**config.mk**
```make
export PLATFORM = sky130hd
export DESIGN_NAME = clk_div_cfg
export DESIGN_NICKNAME = d
export VERILOG_FILES = /design/src/rtl/clk_div_pkg.sv /design/src/rtl/clk_div_cfg.sv
export SDC_FILE = /design/constraint.sdc
export NUM_CORES = 1
export LEC_CHECK = 0
export BUFFER_PORTS_ARGS = -buffer_cell sky130_fd_sc_hd__buf_2
export CAP_MARGIN = 20
export CORE_UTILIZATION = 45
export CTS_CLUSTER_DIAMETER = 30
export DETAILED_ROUTE_END_ITERATION = 8
export HOLD_SLACK_MARGIN = 0.05
export MAX_ROUTING_LAYER = met4
export PLACE_DENSITY = 0.72
export SLEW_MARGIN = 20
export SYNTH_ARGS = -nofsm -noshare
export SYNTH_HDL_FRONTEND = slang
export SYNTH_SLANG_ARGS = --single-unit
export TNS_END_PERCENT = 100
```
**constraint.sdc**
```tcl
create_clock -name clk -period 5.8 [get_ports clk]
set_input_delay 0.29 -clock clk [delete_from_list [all_inputs] [get_ports clk]]
set_output_delay 0.29 -clock clk [all_outputs]
set_load 0.01 [all_outputs]
```
**src/rtl/clk_div_pkg.sv**
```systemverilog
// Shared types and ratio conversion helpers for the clock divider configuration front-end.
package clk_div_pkg;

    localparam int unsigned PRESCALER_WIDTH_DFLT = 16;

    // Conversion helpers work on a fixed 33-bit ratio, covering prescalers up to 32 bits.
    localparam int unsigned DIV_CALC_WIDTH = 33;

    typedef enum logic [1:0] {
        IDLE,
        APPLY,
        SETTLE,
        DONE
    } cfg_state_t;

    function automatic logic div_is_valid(input logic [DIV_CALC_WIDTH-1:0] div);
        return (div != '0) && !div[0];
    endfunction

    // Divider holds each level prescaler+1 cycles, so N = 2*(prescaler+1).
    function automatic logic [DIV_CALC_WIDTH-2:0] div_to_prescaler(input logic [DIV_CALC_WIDTH-1:0] div);
        return div[DIV_CALC_WIDTH-1:1] - 32'd1;
    endfunction

endpackage

```
**src/rtl/clk_div_cfg.sv**
```systemverilog
// Accepts a divide ratio, validates it, and applies the derived prescaler to the divider
// glitch-free by holding the divider in reset, then waiting a settle window before done.
module clk_div_cfg
    import clk_div_pkg::*;
#(
    parameter int unsigned PRESCALER_WIDTH   = PRESCALER_WIDTH_DFLT,
    parameter int unsigned DEFAULT_PRESCALER = 0,
    parameter int unsigned RST_CYCLES        = 2,
    parameter int unsigned SETTLE_CYCLES     = 4
) (
    input  logic                       clk,
    input  logic                       rst,
    input  logic                       cfg_valid,
    output logic                       cfg_ready,
    input  logic [PRESCALER_WIDTH:0]   cfg_div,
    output logic [PRESCALER_WIDTH-1:0] prescaler,
    output logic                       div_rst,
    output logic                       busy,
    output logic                       cfg_done,
    output logic                       cfg_err
);

    localparam int unsigned CNT_MAX = (RST_CYCLES > SETTLE_CYCLES) ? RST_CYCLES : SETTLE_CYCLES;
    localparam int unsigned CNT_W   = $clog2(CNT_MAX + 1);

    localparam logic [CNT_W-1:0]           RST_LAST    = CNT_W'(RST_CYCLES - 1);
    localparam logic [CNT_W-1:0]           SETTLE_LAST = CNT_W'(SETTLE_CYCLES);
    localparam logic [PRESCALER_WIDTH-1:0] PRESC_RST   = PRESCALER_WIDTH'(DEFAULT_PRESCALER);

    cfg_state_t                 state_q, state_d;
    logic [CNT_W-1:0]           cnt_q, cnt_d;
    logic [PRESCALER_WIDTH-1:0] prescaler_q, prescaler_d;
    logic                       div_rst_q, div_rst_d;
    logic                       err_q, err_d;

    logic [DIV_CALC_WIDTH-1:0]  div_ext;
    logic                       div_ok;
    logic [PRESCALER_WIDTH-1:0] presc_new;
    logic                       accept;

    assign div_ext   = DIV_CALC_WIDTH'(cfg_div);
    assign div_ok    = div_is_valid(div_ext);
    assign presc_new = PRESCALER_WIDTH'(div_to_prescaler(div_ext));

    // div_rst_q is only high in IDLE for the first cycle after reset, keeping ready low then.
    assign cfg_ready = (state_q == IDLE) && !div_rst_q;
    assign busy      = (state_q != IDLE);
    assign cfg_done  = (state_q == DONE);
    assign cfg_err   = err_q;
    assign prescaler = prescaler_q;
    assign div_rst   = div_rst_q;
    assign accept    = cfg_valid && cfg_ready;

    always_ff @(posedge clk or posedge rst) begin
        if (rst) begin
            state_q     <= IDLE;
            cnt_q       <= '0;
            prescaler_q <= PRESC_RST;
            div_rst_q   <= 1'b1;
            err_q       <= 1'b0;
        end else begin
            state_q     <= state_d;
            cnt_q       <= cnt_d;
            prescaler_q <= prescaler_d;
            div_rst_q   <= div_rst_d;
            err_q       <= err_d;
        end
    end

    always_comb begin
        state_d     = state_q;
        cnt_d       = cnt_q;
        prescaler_d = prescaler_q;
        div_rst_d   = div_rst_q;
        err_d       = 1'b0;

        case (state_q)
            IDLE: begin
                div_rst_d = 1'b0;
                if (accept) begin
                    if (div_ok) begin
                        state_d     = APPLY;
                        cnt_d       = '0;
                        prescaler_d = presc_new;
                        div_rst_d   = 1'b1;
                    end else begin
                        err_d = 1'b1;
                    end
                end
            end
            APPLY: begin
                if (cnt_q == RST_LAST) begin
                    state_d   = SETTLE;
                    cnt_d     = '0;
                    div_rst_d = 1'b0;
                end else begin
                    cnt_d = cnt_q + CNT_W'(1);
                end
            end
            // First SETTLE cycle is the one where div_rst is already low; the window follows it.
            SETTLE: begin
                if (cnt_q == SETTLE_LAST) begin
                    state_d = DONE;
                    cnt_d   = '0;
                end else begin
                    cnt_d = cnt_q + CNT_W'(1);
                end
            end
            DONE: begin
                state_d = IDLE;
                cnt_d   = '0;
            end
            default: begin
                state_d = IDLE;
                cnt_d   = '0;
            end
        endcase
    end

endmodule

```
==> run_results.csv <==
group,metric,value,unit
status,status,"complete, no violations",
die,ios,41,
yosys,syn_area,0.00131,sq mm
sta,setup_tns,0,ps
grt,antenna_found_initial,0,
worst_setup_path,crit_path_end_kind,"register",
die,die_w,56.0,um
clock_network,post_cts_buffers,0,
placement,postPlaceCellArea,0.00153,sq mm
clock_network,clk_path_buf_depth,2,
worst_setup_path,r2r-end,"state_q[1]$_DFFE_PP0P_",
die,initial_utilization,47.5,%
clock_network,cts_tree,"built",
yosys,ys_top_cells_by_count,"dfrtp_1, nand2_1, o21ai_0",
yosys,ys_ff_latch,23,
clock_network,ctsResizeCount,0,
sta,rsz0062_at_grt,"no",
power,p_per_area,406,mW/mm^2
grt,grt.overflow.total,0,
placement,io_buffers,40,
yosys,syn-num-nets,165,
clock_network,clkSinkCount,23,
sta,worst_pin_slew,862,ps
grt,grt_pass1_vias,994,
die,chipHeight,56.0,um
yosys,yosysTopAreaCell,"dfrtp_1",
power,leakage,0.765,nW
grt,track_usage,17.2,%
worst_setup_path,reg2regPathDepth,7,
sta,slew_headroom,42.5,%
routing,route.met2.wl,1.14,mm
routing,wl_met1,1.14,mm
sta,layout_min_cycle_time,2420,ps
layout,design_area,0.00157,sq mm
worst_setup_path,crit_path_end,"state_q[1]$_DFFE_PP0P_",
sta,final_max_slew_viol_count,0,
yosys,synthArstFlopShare,100,%
grt,grt_pass1_wl,4.13,mm
sta,finalCritPeriodShare,41.7,%
clock_network,cts_buffers,3,
routing,postRouteAntennaNets,0,
flow_run,cap_violations,0,
layout,drive_gt1_share,28.8,%
sta,skew,8.63,ps
yosys,synth_top_area_share,42.0,%
placement,hpwlAfterDp,1.87,mm
grt,grt_max_degree,37,
yosys,ys_top_cells_by_area,"dfrtp_1, ha_1, o21ai_0",
sta,setup_viol,0,
layout,finalNonFillerCells,208,
clock_network,clock-root-buffer,"clkbuf_4",
yosys,syn_area_per_cell,9.63,sq um
clock_network,clock_latency,310,ps
yosys,ys_seq_area_share,44.0,%
routing,highest_layer,"met4",
routing,vias_per_cell,5.05,
yosys,synth_ff_type,"dfrtp_1",
die,die-area,0.00313,sq mm
clock_network,htree_levels,1,
worst_setup_path,reg2reg_from,"state_q[0]$_DFFE_PP0P_",
layout,fin_nets,207,
routing,wl_met3,85,um
worst_setup_path,startpoint,"cfg_div[2]",
layout,insertedDiodeCount,0,
routing,routedWlPerCell,11.4,um
power,peakVddDrop,0.235,mV
worst_setup_path,required,6000,ps
worst_setup_path,cp.arrival,2620,ps
routing,dr.pass1.iters,3,
die,core,0.00276,sq mm
yosys,yosysMostFrequentCell,"dfrtp_1",
placement,placed_cells,203,
routing,detail_route.drc_violations,0,
placement,place.gp.congestion,0.788,
clock_network,cts_hold_buffers,0,
worst_setup_path,critical_path_class,"input port to register",
sta,fmax,414,MHz
yosys,synth_cell_types,32,
routing,first_iter_violations,8,
layout,area_growth,20.2,%
worst_setup_path,cp_max_fo,15,
die,core.rowCount,19,
routing,num_vias,1051,
yosys,yosys_warnings,0,
worst_setup_path,r2r_slack,3590,ps
min_path,hold_class,"input port to asynchronous set/reset pin",
yosys,synth-edff-count,0,
worst_setup_path,critPathLaunchType,"input port",
yosys,synth_cells,136,
routing,wirelength,2.38,mm
sta,hold_violations,0,
clock_network,path_clk_slew,130,ps
-- worst min path at each step --
| stage | startpoint | endpoint | slack (ps) | depth (start not counted) |
|---|---|---|---|---|
| 6_report | rst | cnt_q[1]$_DFFE_PP0P_ | 140 | 2 |
| 5_1_grt | rst | cfg_err$_DFF_PP0_ | 210 | 2 |
| 4_1_cts | rst | cfg_err$_DFF_PP0_ | 170 | 2 |
| 3_5_place_dp | prescaler[2]$_DFFE_PP0P_ | prescaler[2]$_DFFE_PP0P_ | 460 | 2 |
| 3_3_place_gp | prescaler[15]$_DFFE_PP0P_ | prescaler[15]$_DFFE_PP0P_ | 460 | 2 |
| 2_1_floorplan | rst | cfg_err$_DFF_PP0_ | 290 | 1 |
-- power breakdown --
part / internal (mW) / total, mW / switching, mW
sequential: 0.228 / 0.265 / 0.0373
clock: 0.0257 / 0.0738 / 0.0481
combinational: 0.132 / 0.299 / 0.167
-- placed cells by master, fill, tap and decap left out, drive strengths merged, types with 2 or more instances in the layout --
cell type and count:
a21boi 2, buf 41, clkbuf 3, dfrtp 22
ha 9, inv 9, mux2i 2, nand2 19
nand3b 3, nor2 9, nor3 5, o211ai 2
o21ai 16, o2bb2ai 2, or2 2, or3 2
or4 4, xnor2 7, xor2 6
-- final cells by class --
type	instances	area [sq um]
Sequential cell	23	577
Clock inverter	1	5.00
Timing Repair Buffer	41	215
Tap cell	31	38.8
Clock buffer	3	22.5
Fill cell	262	1180
Inverter	9	33.8
Multi-Input combinational cell	100	682
-- logic make-up after synthesis --
family | synth area share [%]
and+or+nand+nor | 18.7
muxes | 2.39
xor gates and xnor gates | 8.69
AOI/OAI and AO/OA | 13.7
adders and majority gates | 8.60
buffers and inverters | 3.92
DFF | 44.0
-- layer usage --
metal / vias to the layer above / track usage [%]
li1: 547 / -
met1: 478 / 20.6
met2: 24 / 29.8
met3: 2 / 2.09
met4: 0 / 6.27
met5: - / -
-- state kept, by name, indices dropped and copies added (netlist names) --
signal / flops
prescaler: 16
cnt_q: 3
state_q: 2
cfg_err: 1
div_rst: 1
-- through the flow --
stage                     hold WS [ps]  util (%)  setup slack [ps]  power [mW]
after floorplan                    291         -              3510       0.461
after global placement             457      55.5              2680       0.558
after detailed placement           465      55.5              2610       0.569
after CTS                          166      56.5              2960       0.645
after global routing               206      57.1              3250       0.696
final                              135      57.1              3380       0.638
-- worst max-delay path, stage by stage --
cell,delay (ps)
buf_2,110
or4_1,530
or4_1,580
o31ai_4,570
a22oi_2,200
mux2_1,330
Power figures use the tool's default switching activity.
